File: config.mk
export PLATFORM = sky130hd
export DESIGN_NAME = out_data_sig_capture
export DESIGN_NICKNAME = d
export VERILOG_FILES = /design/src/rtl/out_data_sig_capture.sv
export SDC_FILE = /design/constraint.sdc
export NUM_CORES = 1
export LEC_CHECK = 0
export ABC_CLOCK_PERIOD_IN_PS = 2700
export CAP_MARGIN = 20
export CORE_MARGIN = 2
export CORE_UTILIZATION = 45
export CTS_CLUSTER_DIAMETER = 60
export DETAILED_ROUTE_END_ITERATION = 12
export GPL_TIMING_DRIVEN = 0
export PLACE_DENSITY = 0.81
export REMOVE_ABC_BUFFERS = 1
export SETUP_SLACK_MARGIN = 0.1
export SLEW_MARGIN = 0
export SYNTH_ARGS = -nofsm -noshare
export SYNTH_HDL_FRONTEND = slang
export SYNTH_SLANG_ARGS = --single-unit
File: constraint.sdc
create_clock -name clk -period 2.7 [get_ports clk]
set_clock_uncertainty 0.2 [all_clocks]
set_input_delay 0.405 -clock clk [delete_from_list [all_inputs] [get_ports clk]]
set_output_delay 0.405 -clock clk [all_outputs]
set_load 0.005 [all_outputs]
File: src/rtl/out_data_sig_capture.sv
// out_data_sig_capture
//   Consumes the 96-bit combinational result bus of a cell under test and
//   compresses a run of num_vecs accepted vectors into a 32-bit Galois MISR
//   signature. The final signature is the single word to compare between runs.
//
// Ports:
//   clk       rising-edge clock
//   rst       synchronous active-high reset
//   start     one-cycle pulse that begins a run (accepted in IDLE and DONE)
//   num_vecs  run length, sampled when start is accepted
//   in_valid  a result vector is present on in_data
//   in_data   result bus
//   in_ready  vector accepted this cycle when in_valid is also high
//   vec_cnt   vectors accepted in the current run
//   busy      run in progress
//   done      run complete, sig is final
//   sig       current signature
module out_data_sig_capture #(
  parameter int unsigned DATA_W = 96,
  parameter int unsigned SIG_W  = 32,
  parameter logic [SIG_W-1:0] POLY = 32'h04C11DB7,
  parameter logic [SIG_W-1:0] SEED = 32'hFFFFFFFF,
  parameter int unsigned CNT_W  = 16
) (
  input  logic              clk,
  input  logic              rst,
  input  logic              start,
  input  logic [CNT_W-1:0]  num_vecs,
  input  logic              in_valid,
  input  logic [DATA_W-1:0] in_data,
  output logic              in_ready,
  output logic [CNT_W-1:0]  vec_cnt,
  output logic              busy,
  output logic              done,
  output logic [SIG_W-1:0]  sig
);

  localparam int unsigned NSLICE = (DATA_W + SIG_W - 1) / SIG_W;
  localparam int unsigned PAD_W  = NSLICE * SIG_W;

  typedef enum logic [1:0] {
    IDLE  = 2'd0,
    ACCUM = 2'd1,
    DONE  = 2'd2
  } state_t;

  state_t             state, state_next;
  logic [SIG_W-1:0]   sig_next;
  logic [CNT_W-1:0]   cnt_next;
  logic [CNT_W-1:0]   target, target_next;
  logic [CNT_W-1:0]   cnt_inc;
  logic [PAD_W-1:0]   padded;
  logic [SIG_W-1:0]   fold;
  logic               accept;

  assign in_ready = (state == ACCUM);
  assign busy     = (state == ACCUM);
  assign done     = (state == DONE);
  assign accept   = in_valid & in_ready;
  assign cnt_inc  = vec_cnt + {{(CNT_W-1){1'b0}}, 1'b1};

  // Zero-pad the bus to whole slices and XOR the slices together.
  always_comb begin
    padded = '0;
    padded[DATA_W-1:0] = in_data;
    fold = '0;
    for (int unsigned i = 0; i < NSLICE; i++) begin
      fold = fold ^ padded[i*SIG_W +: SIG_W];
    end
  end

  always_comb begin
    state_next  = state;
    sig_next    = sig;
    cnt_next    = vec_cnt;
    target_next = target;
    case (state)
      IDLE, DONE: begin
        if (start) begin
          target_next = num_vecs;
          sig_next    = SEED;
          cnt_next    = '0;
          state_next  = (num_vecs == '0) ? DONE : ACCUM;
        end
      end
      ACCUM: begin
        if (accept) begin
          sig_next = {sig[SIG_W-2:0], 1'b0} ^ (sig[SIG_W-1] ? POLY : '0) ^ fold;
          cnt_next = cnt_inc;
          if (cnt_inc == target) state_next = DONE;
        end
      end
      default: state_next = IDLE;
    endcase
  end

  always_ff @(posedge clk) begin
    if (rst) begin
      state   <= IDLE;
      sig     <= SEED;
      vec_cnt <= '0;
      target  <= '0;
    end else begin
      state   <= state_next;
      sig     <= sig_next;
      vec_cnt <= cnt_next;
      target  <= target_next;
    end
  end

endmodule

# Word level (Yosys, flattened, before mapping)
# Index checks and enable logic that the tools add are counted.
[totals]
reg_bits = 66
in_bits = 116
out_inout_bits = 51
wordCells = 35
[op_classes]
add_sub_neg = 1
n_eq_ne = 6
n_mux = 12
bitwise_logic = 5
reduce_logical = 7
[op_table]
columns = ["cell", "n"]
rows = [
  ["$xor 32x32->32", 3],
  ["$mux 32", 2],
  ["$pmux 32 s2", 1],
  ["$mux 16", 2],
  ["$pmux 16 s2", 1],
  ["$xor 32x27->32", 1],
  ["$mux 27", 1],
  ["$add 16x1->16 const B", 1],
  ["$eq 16x16->1", 1],
  ["$logic_not 16->1", 1],
  ["$mux 2", 4],
  ["$reduce_and 3->1", 2],
  ["$ne 2x1->1 const B", 2],
  ["$pmux 2 s2", 1],
  ["$eq 2x1->1 const B", 1],
  ["$eq 2x2->1 const B", 1],
  ["$logic_not 2->1", 1],
  ["$ne 2x2->1 const B", 1],
  ["$reduce_and 2->1", 1],
  ["$reduce_bool 2->1", 1],
  ["$reduce_or 2->1", 1],
  ["$and 1x1->1", 1],
]

# Longest topological paths before layout
# Gate-level depths: netlist of run 1.
[depth]
word_depth = 5
mapped_depth = 8
mapped_depth_nobuf = 7

# Worst setup path after synthesis of run 1
# Ideal clock, no wire load.
[synth_timing]
path_type = "flip-flop to flip-flop"
from = "register vec_cnt[0]"
to = "register state[0]"
setup_ns = 0.132
arrival_time_ns = 1.796
required_time_ns = 2.368
slack_ns = 0.572
stages_incl_launch_ff = 9
n_path_buf = 1
synth_period_minus_slack_ns = 2.128
cell_sequence = "dfxtp_1 -> ha_1 -> buf_2 -> nand3_4 -> nor2_2 -> xnor2_1 -> nand3_2 -> nor4_4 -> a211oi_2"
[synth_between]
elab_chain_cells = 4
[synth_rtl]
columns = ["item", "line", "text"]
rows = [
  ["start, declared", "32", "output logic [CNT_W-1:0] vec_cnt,"],
  ["start signal, assigned", "106", "vec_cnt <= cnt_next;"],
  ["$add 16x1->16", "60", "assign cnt_inc = vec_cnt + {{(CNT_W-1){1'b0}}, 1'b1};"],
  ["$eq 16x16->1", "90", "if (cnt_inc == target) state_next = DONE;"],
  ["$ne 2x1->1 (no source line)", "-", ""],
  ["$reduce_and 3->1 (no source line)", "-", ""],
  ["end signal, assigned", "104", "state <= state_next;"],
  ["end, declared", "47", "state_t state, state_next;"],
]
# Every way passes these cells.
# A chain may end at the register's enable or synchronous reset.

# Worst setup path in the final report of run 1
# Same ends and word-level chain as after synthesis.

==> flow_metrics.env, run 1 <==
export IMPL_grt_pass1_vias=4055
export IMPL_drt_pre_antenna_iters=4
export IMPL_register_area_um2=1320
export IMPL_ys_ff_latch=66
export IMPL_vdd_drop_max_mv=0.186
export IMPL_wl_mm=11.6
export IMPL_drcViolationCount=0
export IMPL_synth_top_area_frac=0.306
export IMPL_clock_sinks=66
export IMPL_syn_area_um2=4320
export IMPL_die_x_um=102
export IMPL_final_hold_viol_count=0
export IMPL_cts_hold_buf=0
export IMPL_wl_met2_mm=6.01
export IMPL_ys_async_sr_fraction=0
export IMPL_num_io_pins=167
export IMPL_overflow=0
export IMPL_yosysMostFrequentCell="xnor2_1"
export IMPL_dp_slack_ns=-0.0903
export IMPL_antenna_cells=0
export IMPL_r2r_slack_ns=0.23
export IMPL_arrival_ns=2.49
export IMPL_multiInputGateArea_um2=2820
export IMPL_power_mw=2.48
export IMPL_end_kind="flip-flop"
export IMPL_drv_slew=0
export IMPL_cts_buffers=9
export IMPL_yosys_warnings=0
export IMPL_avgSynthCellArea_um2=8.33
export IMPL_fmax_mhz=404
export IMPL_start_kind="flip-flop"
export IMPL_outcome="completed"
export IMPL_slew_headroom=0.503
export IMPL_hold_path_depth=2
export IMPL_seq_area_frac_synth=0.306
export IMPL_dpl_cell_area_um2=6060
export IMPL_ys_flop_type="dfxtp_1"
export IMPL_vias_per_cell=5.24
export IMPL_top_layer="met4"
export IMPL_synth_top_cells_by_count="90 x xnor2_1, 66 x dfxtp_1, 49 x nand2_1"
export IMPL_rsz0062_at_grt="no"
export IMPL_power_density_nw_per_um2=398
export IMPL_cts_path_max_buffers=2
export IMPL_maxCapViolCount=0
export IMPL_syn_to_final_growth_pct=44.3
export IMPL_wl_met1_mm=4.52
export IMPL_port_buffers=166
export IMPL_reg2reg_depth=7
export IMPL_layout_drive_gt1_share=0.0704
export IMPL_criticalPathCategory="reg -> reg"
export IMPL_cts_tree="built"
export IMPL_avgRoutedWirePerCell_um=14.6
export IMPL_antenna_found_initial=0
export IMPL_yosys_area_top_type="dfxtp_1"
export IMPL_worst_slack_ns=0.225
export IMPL_final_nets=780
export IMPL_drt_iter0_drc=129
export IMPL_worst_pin_slew_ns=0.745
export IMPL_hold_ws_ns=0.272
export IMPL_nFillCells=771
export IMPL_grt_max_degree=38
export IMPL_wl_met3_um=800
export IMPL_rows=35
export IMPL_initial_core_util=0.466
export IMPL_final_antenna_net_count=0
export IMPL_finish_utilization=0.672
export IMPL_fin_area_um2=6240
export IMPL_dieArea_um2=10400
export IMPL_cts_root_buf="clkbuf_8"
export IMPL_htreeDepth=3
export IMPL_syn_inst=519
export IMPL_hpwl_mm=8.96
export IMPL_path_clk_slew_ns=0.08
export IMPL_place_congestion=0.928
export IMPL_track_usage=0.226
export IMPL_grt_pass1_wl_mm=18.6
export IMPL_worst_path_max_fanout=9
export IMPL_die_h_um=102
export IMPL_clkLatencyLatePin_ns=0.33
export IMPL_synth_edf_count=0
export IMPL_hold_path_class="reg -> reg"
export IMPL_period_needed_ns=2.47
export IMPL_vias=4175
export IMPL_period_share=0.917
export IMPL_ys_types=52
export IMPL_core_area_um2=9280
export IMPL_cp_data_required_time_ns=2.71
export IMPL_setup_violations_final=0
export IMPL_power_static_leakage_nw=2.23
export IMPL_synthTopCellsByArea="dfxtp_1 31%, xnor2_1 18%, xor2_1 8.1%"
critical path, cell delays in order (launching register included):
cell and delay [ns]:
dfxtp_1 0.54, ha_2 0.39, nand3_4 0.17, nor2_2 0.32, xnor2_1 0.19, nand3_2 0.11
nor4_4 0.32, a211oi_2 0.10
final timing paths:
check,from,end
worst max-delay path,vec_cnt[0]$_SDFFE_PP0P_,state[0]$_SDFFE_PP0P_
worst min-delay path,target[3]$_SDFFE_PP0P_,target[3]$_SDFFE_PP0P_
worst max register to register,vec_cnt[0]$_SDFFE_PP0P_,state[0]$_SDFFE_PP0P_
worst min register to register,target[3]$_SDFFE_PP0P_,target[3]$_SDFFE_PP0P_
per-stage QoR:
step,std cells,TNS [ns]
after floorplan,482,-1.01
after global placement,777,-91.10
after detailed placement,781,-0.199
after CTS,797,0
after global routing,797,0
final,797,0
logic make-up (layout without fill, tap and decap cells):
family,count (synthesis),count (layout),share of synthesized area
simple gates,192,192,0.248
xor+xnor,131,131,0.267
compound gates,90,90,0.127
flops,66,66,0.306
buf+inv,37,186,0.0443
mux,2,2,0.00463
fa+ha+maj,1,1,0.00289
registers in the layout, indices dropped and copies added (netlist names):
register,count
vec_cnt,16
state,2
target,16
sig,32
cell usage in the layout, fill, tap and decap left out, drive strengths merged:
| cell type | instances |
|---|---|
| a211oi | 3 |
| a21o | 2 |
| a21oi | 45 |
| a22oi | 1 |
| a311oi | 3 |
| a31oi | 2 |
| and2 | 2 |
| and2b | 1 |
| and3 | 3 |
| and4 | 5 |
| buf | 5 |
| clkbuf | 11 |
| clkdlybuf4s50 | 165 |
| clkinv | 3 |
| clkinvlp | 2 |
| dfxtp | 66 |
| ha | 1 |
| mux2i | 2 |
| nand2 | 50 |
| nand2b | 2 |
| nand3 | 7 |
| nand3b | 2 |
| nand4 | 7 |
| nand4b | 2 |
| nor2 | 40 |
| nor2b | 3 |
| nor3 | 39 |
| nor3b | 2 |
| nor4 | 8 |
| nor4b | 2 |
| o211a | 1 |
| o211ai | 2 |
| o21ai | 12 |
| o21bai | 19 |
| or2 | 13 |
| or3 | 4 |
| xnor2 | 90 |
| xor2 | 41 |
final cells by class:
cell class | instances | share of cell area
clock buffers | 11 | 0.0227
clock inverters | 5 | 0.00481
multi-input cells | 416 | 0.453
flip-flops and latches | 66 | 0.212
well taps | 129 | 0.0259
repair buffers | 170 | 0.282
power by group:
part | internal [mW] | total (mW) | leakage (nW) | switching, mW
sequential | 1.01 | 1.06 | 0.537 | 0.0453
combinational | 0.413 | 0.688 | 1.61 | 0.276
clock | 0.354 | 0.732 | 0.0851 | 0.378
layer usage:
metal	up-vias	global-route usage
li1	2045	-
met1	1930	0.257
met2	174	0.411
met3	26	0.0486
met4	0	0.0913
met5	-	0
timing repair:
action | 4_1_cts | 5_1_grt
endpoints found under the setup margin | 0 | 6
resized for setup | 0 | 3
setup buffers | 0 | 0
(Power assumes the default switching activity.)
==> run 2: changes to the inputs <==
--- a/config.mk
+++ b/config.mk
@@ -7,7 +7,6 @@
 export LEC_CHECK = 0
 export ABC_CLOCK_PERIOD_IN_PS = 2700
 export CAP_MARGIN = 20
-export CORE_MARGIN = 2
 export CORE_UTILIZATION = 45
 export CTS_CLUSTER_DIAMETER = 60
 export DETAILED_ROUTE_END_ITERATION = 12
==> flow_metrics.env, run 2 (synthesis results as in run 1) <==
export IMPL_drt_pre_antenna_iters=4
export IMPL_r2r_slack_ns=0.27
export IMPL_outcome="completed"
export IMPL_end_kind="flip-flop"
export IMPL_drv_slew=0
export IMPL_cts_buffers=9
export IMPL_start_kind="flip-flop"
export IMPL_core_area_um2=9280
export IMPL_dp_slack_ns=-0.0754
export IMPL_drcViolationCount=0
export IMPL_fmax_mhz=412
export IMPL_post_cts_buffers=0
export IMPL_criticalPathCategory="reg -> reg"
export IMPL_wl_mm=11.3
export IMPL_power_density_nw_per_um2=393
export IMPL_die_x_um=100
export IMPL_setup_violations_final=0
export IMPL_grt_max_degree=37
export IMPL_layout_drive_gt1_share=0.0660
export IMPL_grt_pass1_vias=3964
export IMPL_vdd_drop_max_mv=0.183
export IMPL_cts_tree="built"
export IMPL_hold_end="target[3]$_SDFFE_PP0P_"
export IMPL_layout_commonest_cell="clkdlybuf4s50_1"
export IMPL_worst_slack_ns=0.274
export IMPL_r2r_end="state[0]$_SDFFE_PP0P_"
export IMPL_rows=35
export IMPL_port_buffers=166
export IMPL_dieArea_um2=10000
export IMPL_cp_data_required_time_ns=2.72
export IMPL_hpwl_mm=8.61
export IMPL_period_share=0.899
export IMPL_r2r_start="vec_cnt[0]$_SDFFE_PP0P_"
export IMPL_cts_root_buf="clkbuf_8"
export IMPL_htreeDepth=3
export IMPL_worst_path_max_fanout=9
export IMPL_crit_slowest_cell="dfxtp_1"
export IMPL_stdcell_count=796
export IMPL_track_usage=0.228
export IMPL_largest_reg_flops=32
export IMPL_antenna_found_initial=0
export IMPL_die_h_um=100
export IMPL_hold_ws_ns=0.268
export IMPL_hold_path_depth=2
export IMPL_met2_usage=0.420
export IMPL_slew_headroom=0.485
export IMPL_avgRoutedWirePerCell_um=14.2
export IMPL_final_antenna_net_count=0
export IMPL_num_io_pins=167
export IMPL_hold_path_class="reg -> reg"
export IMPL_hp_start="target[3]$_SDFFE_PP0P_"
export IMPL_final_hold_viol_count=0
export IMPL_totalNegativeSetupSlack_ns=0
export IMPL_nFillCells=799
export IMPL_arrival_ns=2.45
export IMPL_drt_iter0_drc=125
export IMPL_use_met1=0.248
export IMPL_cts_path_max_buffers=2
export IMPL_grt_busiest_layer="met2"
export IMPL_mostFrequentLayoutCells="165 x clkdlybuf4s50_1, 90 x xnor2_1, 65 x dfxtp_1"
export IMPL_maxCapViolCount=0
export IMPL_rsz0062_at_grt="no"
export IMPL_overflow=0
export IMPL_register_area_um2=1320
export IMPL_max_stage_delay_ns=0.53
export IMPL_clock_sinks=66
export IMPL_clkLatencyLatePin_ns=0.34
export IMPL_path_clk_slew_ns=0.07
export IMPL_worst_pin_slew_ns=0.773
export IMPL_initial_core_util=0.466
export IMPL_vias=4108
export IMPL_largestRegisters="sig x32, target x16, vec_cnt x16"
export IMPL_vias_per_cell=5.16
export IMPL_top_register="sig"
export IMPL_grt_pass1_wl_mm=18.0
export IMPL_multiInputGateArea_um2=2820
export IMPL_power_static_leakage_nw=2.22
export IMPL_use_met3=0.0648
export IMPL_final_nets=780
export IMPL_reg2reg_depth=7
export IMPL_crit_chain="ha_2 > nand3_4 > nor2_2 > xnor2_1 > nand3_2 > nor4_4 > a211oi_2"
export IMPL_antenna_cells=0
export IMPL_placed_cells=781
export IMPL_period_needed_ns=2.43
export IMPL_cts_hold_buf=0
export IMPL_syn_to_final_growth_pct=43.7
export IMPL_place_congestion=0.860
-- run 2: changes by cell type in the layout (fill, tap and decap cells not counted), sizes merged --
cell and delta:
clkinv -1, clkbuf +1, clkinvlp -1
-- run 2: metrics by stage --
step | power, mW | area (um2) | util
floorplan | 1.43 | 4130 | -
global placement | 1.74 | 5950 | 0.641
detailed placement | 1.77 | 6050 | 0.652
CTS | 2.46 | 6210 | 0.668
global route | 2.56 | 6210 | 0.669
finish | 2.44 | 6210 | 0.669
-- run 2: worst max-delay path by stage --
stage	endpoint	startpoint	cells after the start
detailed placement	vec_cnt[9]$_SDFFE_PP0P_	in_valid	7
global route	state[0]$_SDFFE_PP0P_	vec_cnt[0]$_SDFFE_PP0P_	7
floorplan	vec_cnt[4]$_SDFFE_PP0P_	start	5
global placement	vec_cnt[4]$_SDFFE_PP0P_	start	6
finish	state[0]$_SDFFE_PP0P_	vec_cnt[0]$_SDFFE_PP0P_	7
CTS	sig[31]	sig[31]$_SDFFE_PP1P_	1
-- run 2: worst max-delay path: cells and delay by family, from the launching register on --
kind	cells	cell delay, ns
DFF	1	0.53
xor gates and xnor gates	1	0.18
AOI/OAI and AO/OA	1	0.10
adders and majority gates	1	0.38
and+or+nand+nor	4	0.91
-- run 2: metal layers --
| layer | share of wire | vias up |
|---|---|---|
| met5 | 0 | - |
| met2 | 0.51 | 153 |
| met1 | 0.40 | 1889 |
| li1 | - | 2044 |
| met4 | 0.021 | 0 |
| met3 | 0.062 | 22 |
-- run 2: report_power, final --
group | switching [mW] | internal (mW)
clock network | 0.364 | 0.326
logic | 0.281 | 0.411
registers | 0.0437 | 1.01
total | 0.688 | 1.75
-- run 2: layout make-up --
class	instances	share of cell area
tap	129	0.0260
sequential	66	0.213
multi-input combinational	416	0.455
clock inverter	3	0.00282
timing repair buffer	170	0.282
clock buffer	12	0.0218
-- run 2: what timing repair did --
item | CTS | global route
endpoints found under the setup margin | 0 | 6
endpoints found under the hold margin | 0 | 0
gates resized for setup | 0 | 3
==> run 3: changes to the inputs <==
--- a/config.mk
+++ b/config.mk
@@ -6,7 +6,7 @@
 export NUM_CORES = 1
 export LEC_CHECK = 0
 export ABC_CLOCK_PERIOD_IN_PS = 2700
-export CAP_MARGIN = 20
+export CAP_MARGIN = 0
 export CORE_UTILIZATION = 45
 export CTS_CLUSTER_DIAMETER = 60
 export DETAILED_ROUTE_END_ITERATION = 12
==> flow_metrics.env, run 3 (synthesis results as in run 1) <==
export IMPL_r2r_start="vec_cnt[0]$_SDFFE_PP0P_"
export IMPL_worst_pin_slew_ns=0.795
export IMPL_vias_per_cell=5.21
export IMPL_end_kind="flip-flop"
export IMPL_clock_sinks=66
export IMPL_drcViolationCount=0
export IMPL_outcome="completed"
export IMPL_layout_drive_gt1_share=0.0690
export IMPL_num_io_pins=167
export IMPL_slew_headroom=0.470
export IMPL_period_share=0.919
export IMPL_worst_path_max_fanout=9
export IMPL_power_density_nw_per_um2=444
export IMPL_grt_pass1_wl_mm=18.6
export IMPL_comb_power_share=0.247
export IMPL_syn_to_final_growth_pct=45.4
export IMPL_placed_cells=780
export IMPL_nFillCells=766
export IMPL_cts_tree="built"
export IMPL_antenna_found_initial=0
export IMPL_die_h_um=100
export IMPL_cts_buffers=9
export IMPL_final_antenna_net_count=0
export IMPL_reg2reg_depth=7
export IMPL_cts_root_buf="clkbuf_8"
export IMPL_worst_slack_ns=0.220
export IMPL_setup_worst_path_start="vec_cnt[0]$_SDFFE_PP0P_"
export IMPL_dp_slack_ns=-0.444
export IMPL_hold_path_class="reg -> reg"
export IMPL_p_seq_frac=0.380
export IMPL_multiInputGateArea_um2=2820
export IMPL_core_area_um2=9280
export IMPL_drt_iter0_drc=133
export IMPL_switching_share=0.253
export IMPL_hpwl_mm=8.53
export IMPL_dpl_cell_area_um2=6030
export IMPL_arrival_ns=2.49
export IMPL_drt_pre_antenna_iters=4
export IMPL_stdcell_count=796
export IMPL_drv_slew=0
export IMPL_avgRoutedWirePerCell_um=14.5
export IMPL_r2r_slack_ns=0.22
export IMPL_hold_ws_ns=0.269
export IMPL_largest_reg_flops=32
export IMPL_die_x_um=100
export IMPL_criticalPathCategory="reg -> reg"
export IMPL_cts_hold_buf=0
export IMPL_htreeDepth=3
export IMPL_p_sw_uw=705
export IMPL_top_register="sig"
export IMPL_cts_path_max_buffers=2
export IMPL_path_clk_slew_ns=0.07
export IMPL_dieArea_um2=10000
export IMPL_vias=4146
export IMPL_rows=35
export IMPL_mostFrequentLayoutCells="165 x clkdlybuf4s50_1, 90 x xnor2_1, 65 x dfxtp_1"
export IMPL_clockPowerShare=0.374
export IMPL_fmax_mhz=403
export IMPL_setup_violations_final=0
export IMPL_cp_endpoint="state[0]$_SDFFE_PP0P_"
export IMPL_grt_pass1_vias=4005
export IMPL_fin_area_um2=6280
export IMPL_power_static_leakage_nw=2.25
export IMPL_overflow=0
export IMPL_final_nets=779
export IMPL_register_area_um2=1320
export IMPL_start_kind="flip-flop"
export IMPL_layout_commonest_cell="clkdlybuf4s50_1"
export IMPL_initial_core_util=0.466
export IMPL_track_usage=0.232
export IMPL_clkLatencyLatePin_ns=0.33
export IMPL_vdd_drop_max_mv=0.262
export IMPL_cellInternalPower_mw=2.09
export IMPL_antenna_cells=0
export IMPL_cp_data_required_time_ns=2.71
export IMPL_grt_max_degree=38
export IMPL_wl_mm=11.6
export IMPL_period_needed_ns=2.48
export IMPL_final_hold_viol_count=0
export IMPL_r2r_end="state[0]$_SDFFE_PP0P_"
export IMPL_port_buffers=166
export IMPL_rsz0062_at_grt="yes"
export IMPL_largestRegisters="sig x32, target x16, vec_cnt x16"
export IMPL_place_congestion=0.860
export IMPL_maxCapViolCount=0
export IMPL_power_mw=2.79
run 3: cell count changes in the layout (fill, tap and decap cells not counted):
cell,delta
clkbuf_8,+2
bufinv_16,+3
clkbuf_1,-2
clkinv_2,-2
buf_16,-1
run 3: worst max-delay path: stages, from the launching register on:
cell      delay [ns]
dfxtp_1         0.53
ha_2            0.39
nand3_4         0.17
nor2_2          0.31
xnor2_1         0.19
nand3_2         0.12
nor4_4          0.34
a211oi_2        0.11
run 3: through the flow:
stage               utilization  setup TNS (ns)
finish                    0.677               0
CTS                       0.677               0
global route              0.677               0
detailed placement        0.649           -3.36
floorplan                     -           -1.01
global placement          0.641          -87.31
run 3: final cells by class:
| type | instances | share of cell area |
|---|---|---|
| timing repair buffer | 169 | 0.274 |
| clock inverter | 4 | 0.0155 |
| clock buffer | 12 | 0.0247 |
| sequential | 66 | 0.210 |
| tap | 129 | 0.0257 |
| multi-input combinational | 416 | 0.449 |
run 3: worst min-delay path by stage:
stage | from | endpoint | slack, ns | cells after the start
after global routing | target[3]$_SDFFE_PP0P_ | target[3]$_SDFFE_PP0P_ | 0.29 | 2
after floorplan | target[0]$_SDFFE_PP0P_ | target[0]$_SDFFE_PP0P_ | 0.24 | 2
final | target[9]$_SDFFE_PP0P_ | target[9]$_SDFFE_PP0P_ | 0.27 | 2
after global placement | target[14]$_SDFFE_PP0P_ | target[14]$_SDFFE_PP0P_ | 0.26 | 2
after detailed placement | target[9]$_SDFFE_PP0P_ | target[9]$_SDFFE_PP0P_ | 0.26 | 2
after CTS | target[3]$_SDFFE_PP0P_ | target[3]$_SDFFE_PP0P_ | 0.27 | 2
run 3: power by group through the flow:
stage          clock network (mW)  registers [mW]  logic [mW]
5_1_grt                      1.10            1.06       0.746
3_3_place_gp                    0            1.08       0.659
4_1_cts                      1.06            1.06       0.693
3_5_place_dp                    0            1.08       0.687
6_report                     1.04            1.06       0.689
2_1_floorplan                   0            1.07       0.355
run 3: routing by layer:
layer | vias to the layer above | share of wire | track usage | wire (um)
li1 | 2043 | - | - | -
met1 | 1894 | 0.39 | 0.263 | 4510
met2 | 184 | 0.52 | 0.427 | 6040
met3 | 25 | 0.069 | 0.0501 | 798
met4 | 0 | 0.020 | 0.0814 | 228
met5 | - | 0 | 0 | 0
run 3: repair_timing:
action,4_1_cts,5_1_grt
setup buffers,0,0
gates resized for setup,1,2
endpoints found under the setup margin,9,3
